$ cat config.mk
export PLATFORM = sky130hd
export DESIGN_NAME = segre_id_fetch_queue
export DESIGN_NICKNAME = d
export VERILOG_FILES = /design/src/rtl/segre_id_fetch_queue.sv
export SDC_FILE = /design/constraint.sdc
export NUM_CORES = 1
export LEC_CHECK = 0
export BUFFER_PORTS_ARGS = -buffer_cell sky130_fd_sc_hd__buf_2
export CORE_ASPECT_RATIO = 0.75
export CORE_MARGIN = 2
export CORE_UTILIZATION = 30
export DETAILED_ROUTE_END_ITERATION = 10
export HOLD_SLACK_MARGIN = 0.08
export SLEW_MARGIN = 20
export SYNTH_ARGS = -nofsm -noshare
export SYNTH_HDL_FRONTEND = slang
export SYNTH_SLANG_ARGS = --single-unit
$ cat constraint.sdc
create_clock -name clk_i -period 3.7 [get_ports clk_i]
set_input_delay 0 -clock clk_i [delete_from_list [all_inputs] [get_ports clk_i]]
set_output_delay 0 -clock clk_i [all_outputs]
set_load 0.02 [all_outputs]
$ cat src/rtl/segre_id_fetch_queue.sv
// Fetch-to-decode decoupling queue: DEPTH-entry circular buffer with valid/ready on both sides.
// Optional end-of-test detection is enabled by defining SEGRE_IBUF_FINISH_DETECT_EN.
module segre_id_fetch_queue #(
  parameter int                   WORD_SIZE   = 32,
  parameter int                   ADDR_SIZE   = 32,
  parameter int                   DEPTH       = 4,
  parameter logic [WORD_SIZE-1:0] NOP_INSTR   = 32'h00000013,
  parameter logic [ADDR_SIZE-1:0] RESET_PC    = 32'hfffffffc,
  parameter int                   STALL_CNT_W = 16
) (
  input  logic                       clk_i,
  input  logic                       rst_i,
  input  logic                       in_valid_i,
  output logic                       in_ready_o,
  input  logic [WORD_SIZE-1:0]       in_instr_i,
  input  logic [ADDR_SIZE-1:0]       in_pc_i,
  output logic                       out_valid_o,
  input  logic                       out_ready_i,
  output logic [WORD_SIZE-1:0]       out_instr_o,
  output logic [ADDR_SIZE-1:0]       out_pc_o,
  input  logic                       flush_i,
  output logic [$clog2(DEPTH+1)-1:0] count_o,
  output logic [STALL_CNT_W-1:0]     stall_cycles_o,
  output logic                       blocked_1cycle_ago_o,
  output logic                       finish_test_o
);

  localparam int PTR_W = $clog2(DEPTH);
  localparam int CNT_W = $clog2(DEPTH+1);
  localparam logic [CNT_W-1:0]       FULL_CNT  = CNT_W'(DEPTH);
  localparam logic [STALL_CNT_W-1:0] STALL_MAX = {STALL_CNT_W{1'b1}};

  logic [WORD_SIZE-1:0]   instr_mem_r [DEPTH];
  logic [ADDR_SIZE-1:0]   pc_mem_r    [DEPTH];
  logic [PTR_W-1:0]       wr_ptr_r;
  logic [PTR_W-1:0]       rd_ptr_r;
  logic [CNT_W-1:0]       count_r;
  logic [ADDR_SIZE-1:0]   last_pc_r;
  logic [STALL_CNT_W-1:0] stall_cnt_r;
  logic                   blocked_r;
  logic                   finish_block_s;
  logic                   out_valid_s;
  logic                   in_ready_s;
  logic                   push_s;
  logic                   pop_s;
  logic [WORD_SIZE-1:0]   out_instr_s;
  logic [ADDR_SIZE-1:0]   out_pc_s;

  assign out_valid_s = (count_r != {CNT_W{1'b0}});
  assign in_ready_s  = (count_r != FULL_CNT) && !finish_block_s;
  assign push_s      = in_valid_i && in_ready_s;
  assign pop_s       = out_valid_s && out_ready_i;

  // Head selection: stored entry when occupied, otherwise a NOP at the last consumed PC.
  always_comb begin
    out_instr_s = NOP_INSTR;
    out_pc_s    = last_pc_r;
    if (out_valid_s) begin
      out_instr_s = instr_mem_r[rd_ptr_r];
      out_pc_s    = pc_mem_r[rd_ptr_r];
    end else begin
      out_instr_s = NOP_INSTR;
      out_pc_s    = last_pc_r;
    end
  end

  // Entry storage; contents are deliberately left unreset.
  always_ff @(posedge clk_i) begin
    if (push_s && !flush_i && !rst_i) begin
      instr_mem_r[wr_ptr_r] <= in_instr_i;
      pc_mem_r[wr_ptr_r]    <= in_pc_i;
    end
  end

  // Pointers, occupancy, last consumed PC and stall observability.
  always_ff @(posedge clk_i) begin
    if (rst_i || flush_i) begin
      wr_ptr_r    <= {PTR_W{1'b0}};
      rd_ptr_r    <= {PTR_W{1'b0}};
      count_r     <= {CNT_W{1'b0}};
      last_pc_r   <= RESET_PC;
      stall_cnt_r <= {STALL_CNT_W{1'b0}};
      blocked_r   <= 1'b0;
    end else begin
      if (push_s) begin
        wr_ptr_r <= wr_ptr_r + PTR_W'(1);
      end
      if (pop_s) begin
        rd_ptr_r  <= rd_ptr_r + PTR_W'(1);
        last_pc_r <= out_pc_s;
      end
      case ({push_s, pop_s})
        2'b10:   count_r <= count_r + CNT_W'(1);
        2'b01:   count_r <= count_r - CNT_W'(1);
        default: count_r <= count_r;
      endcase
      blocked_r <= out_valid_s && !out_ready_i;
      if (pop_s || !out_valid_s) begin
        stall_cnt_r <= {STALL_CNT_W{1'b0}};
      end else if (stall_cnt_r != STALL_MAX) begin
        stall_cnt_r <= stall_cnt_r + STALL_CNT_W'(1);
      end
    end
  end

`ifdef SEGRE_IBUF_FINISH_DETECT_EN
  localparam logic [WORD_SIZE-1:0] FINISH_INSTR = WORD_SIZE'(32'hfff01073);
  logic finish_block_r;
  logic finish_s;

  assign finish_s       = out_valid_s && (out_instr_s == FINISH_INSTR);
  assign finish_block_s = finish_block_r;

  // Once the end-of-test instruction is consumed, fetch is held off until reset or flush.
  always_ff @(posedge clk_i) begin
    if (rst_i || flush_i) begin
      finish_block_r <= 1'b0;
    end else if (pop_s && finish_s) begin
      finish_block_r <= 1'b1;
    end
  end

  assign finish_test_o = finish_s;
`else
  assign finish_block_s = 1'b0;
  assign finish_test_o  = 1'b0;
`endif

  assign in_ready_o           = in_ready_s;
  assign out_valid_o          = out_valid_s;
  assign out_instr_o          = out_instr_s;
  assign out_pc_o             = out_pc_s;
  assign count_o              = count_r;
  assign stall_cycles_o       = stall_cnt_r;
  assign blocked_1cycle_ago_o = blocked_r;

endmodule

==> metrics <==
# rows=63; Final period util=0.733; critical path startpoint category=register; Post-synth EDFFs=256; Die W=237 um; Hold Path Class=in -> reg; fin crit period=2.71 ns; R2R cell count=9; total congestion overflow=0; wire per inst=18.0 um; largest family of logic cells by synthesized area=multiplexers; number of synthesized register bits=314; Synth cell types=41; Worst R2R Setup Slack=1.16 ns; crit path DAT=2.71 ns; Hold EP=instr_mem_r[2][23]$_DFFE_PP_; pin count of the biggest net entering global routing=65; Post-Syn Area=12200 um2; Main synth FF type=edfxtp_1; Core Region=39800 um2; crit path max fanout=30; clk sinks=314; CP cell instances=buf_4 -> mux4_2 -> nand2_1 -> nand2_1 -> buf_2; leakage power=5.46 nW; Starting DRT DRC Count=534; Reg2Reg Launch Point=count_o[2]$_SDFFE_PP0P_; I/O pin total=156; area grow syn2layout=25.7%; first-pass GRT wire length=42900 um; die height=178 um; largest area contributor in the netlist=edfxtp_1; CTS clk-pin slew, worst paths=0.06 ns; post-synthesis xor/xnor area fraction=0.00647; delay of the slowest cell on the worst path=0.79 ns; Sum Neg Setup Slack=0 ns; worst r2r dst=count_o[2]$_SDFFE_PP0P_; total vias in the final route=7106; via count of the first global-routing pass=7243; Max VDD drop=0.395 mV; Multi-input gate area=3150 um2; max cap viols=0; max frequency=0.369 GHz; Post-Synth Adder-Cell Area=0.00781; skew final=0.00833 ns; Initial Util=0.306; Max Slew Vio Count=0; WHS Path Cells=2; normalized max-slew margin=0.306; total nets after synthesis=837; Vias per Instance=4.64; commonest non-fill, non-tap cell in the layout=edfxtp_1; crit path capture type=output pin; ratio of cells with drive above 1 in the final layout=0.291; I/O Buffers=154; Clock Latency Late Sink=0.57 ns; Largest delay share family, worst path=flip-flops; mean area per synthesized cell=16.0 um2; Async S/R FF share, synth=0; HPWL Detailed=16400 um; main area contributors after synthesis=edfxtp_1 63%, mux4_2 12%, dfxtp_1 9.5%; Worst-Margin Slew=1.04 ns; register area=8860 um2; worst path buffer plus inverter count=2; H-tree depth=1; drt pass-1 iters=4; pwr dens=500 nW/um2; initial antenna violation count=0; CP Data Required Time=3.70 ns; Detail Route Antenna Nets=0; Ant. Diodes=0; status=completed; DRC=0; area share of the largest cell type after synthesis=0.631; Final Wtd Congestion=0.785; final hold vios=0; Root Buffer=clkbuf_16; WL final=27600 um; Num CTS Buffers=31; post-synthesis compound-gate area fraction=0.0118; most frequent cells in the layout=256 x edfxtp_1, 172 x nand2_1, 154 x buf_2; clk buf depth=3; Die Footprint=42200 um2; Cells after Synth=761; TritonCTS clock tree=done; hold_sp=in_instr_i[23]; critical path type=reg -> out; sequential fraction of the synthesis area=0.727; most frequent cell on the critical path=nand2_1; Final setup viols=0; post-synthesis simple-gate area fraction=0.111; proportion of synthesized area in mux cells=0.118; Util after Layout=0.384; CP max-delay cell=dfxtp_4; RSZ-0062 raised after global routing=false; Layout Nets=1063; synth warn=0; all-layer global routing usage=0.131; fillers=3695
[metrics by stage]
step | power [mW] | hold slack [ns] | cell area, um2 | setup WS [ns] | cells
detailed placement | 4.45 | 0.219 | 13500 | 1.19 | 1404
floorplan | 4.23 | 0.0989 | 12200 | 0.580 | 761
global placement | 4.44 | 0.215 | 13500 | 1.22 | 1404
global route | 7.93 | 0.175 | 15300 | 0.776 | 1532
finish | 7.65 | 0.189 | 15300 | 0.987 | 1532
CTS | 7.76 | 0.159 | 15300 | 0.863 | 1530
[repair_timing]
action | 4_1_cts | 5_1_grt
hold buffers | 68 | 0
buffers inserted | 0 | 0
endpoints found under the setup margin | 0 | 0
endpoints found under the hold margin | 289 | 0
resized for setup | 0 | 0
[layer usage]
metal,GRT usage,vias up,part of all wire
li1,-,3306,-
met1,0.182,3565,0.47
met2,0.214,195,0.46
met3,0.0275,40,0.053
met4,0.0253,0,0.015
met5,0,-,0
[synth_stat cells (all sizes together) (5+ instances only)]
cell type and count:
edfxtp 256, xnor2 5, or3 5, mux4 64
nand4 7, buf 13, and2 31, inv 10
nand3 34, ha 6, clkbuf 26, a21oi 12
and3 11, dfxtp 58, nor2 13, o21ai 5
nand2 173
[registers in the layout (all words and copies together) (netlist names), named ones only]
| signal | flops |
|---|---|
| rd_ptr_r | 2 |
| count_o | 3 |
| pc_mem_r | 128 |
| blocked_1cycle_ago_o | 1 |
| last_pc_r | 32 |
| instr_mem_r | 128 |
| wr_ptr_r | 2 |
| stall_cycles_o | 16 |
[worst register-to-register path: stages, from the launching register on]
cell	delay, ns
dfxtp_1	0.43
or3b_2	0.48
and2_1	0.26
inv_2	0.09
ha_1	0.18
inv_1	0.06
fa_1	0.37
xor2_1	0.17
or3_1	0.31
a21oi_1	0.14
[power by group]
part	switching [mW]	leakage (nW)	total [mW]	internal, mW
sequential	0.0195	2.78	3.88	3.86
clock	1.31	0.503	3.22	1.91
combinational	0.337	2.18	0.549	0.212
[how the worst max path moves through the flow]
stage / end / slack (ns) / depth (start not counted)
floorplan: instr_mem_r[0][0]$_DFFE_PP_ / 0.58 / 4
global placement: count_o[2]$_SDFFE_PP0P_ / 1.22 / 9
detailed placement: count_o[2]$_SDFFE_PP0P_ / 1.19 / 9
CTS: out_pc_o[0] / 0.86 / 5
global route: out_pc_o[0] / 0.78 / 5
finish: out_pc_o[0] / 0.99 / 5
[final cells by class]
type                            count  area share
Clock inverter                     16      0.0140
Timing Repair Buffer              232       0.102
Clock buffer                       42      0.0540
Multi-Input combinational cell    398       0.206
Sequential cell                   314       0.579
Inverter                           10     0.00245
Tap cell                          520      0.0425
[cell families (layout without fill, tap and decap cells)]
| group | count (synthesis) | after routing |
|---|---|---|
| AND/OR/NAND/NOR | 292 | 292 |
| flip-flops | 314 | 314 |
| buffers and inverters | 49 | 300 |
| XOR/XNOR | 9 | 9 |
| multiplexers | 64 | 64 |
| AO/OA/AOI/OAI | 25 | 25 |
| adder cells (fa/ha/maj) | 7 | 7 |
| other | 1 | 1 |
Power figures use the tool's default switching activity.
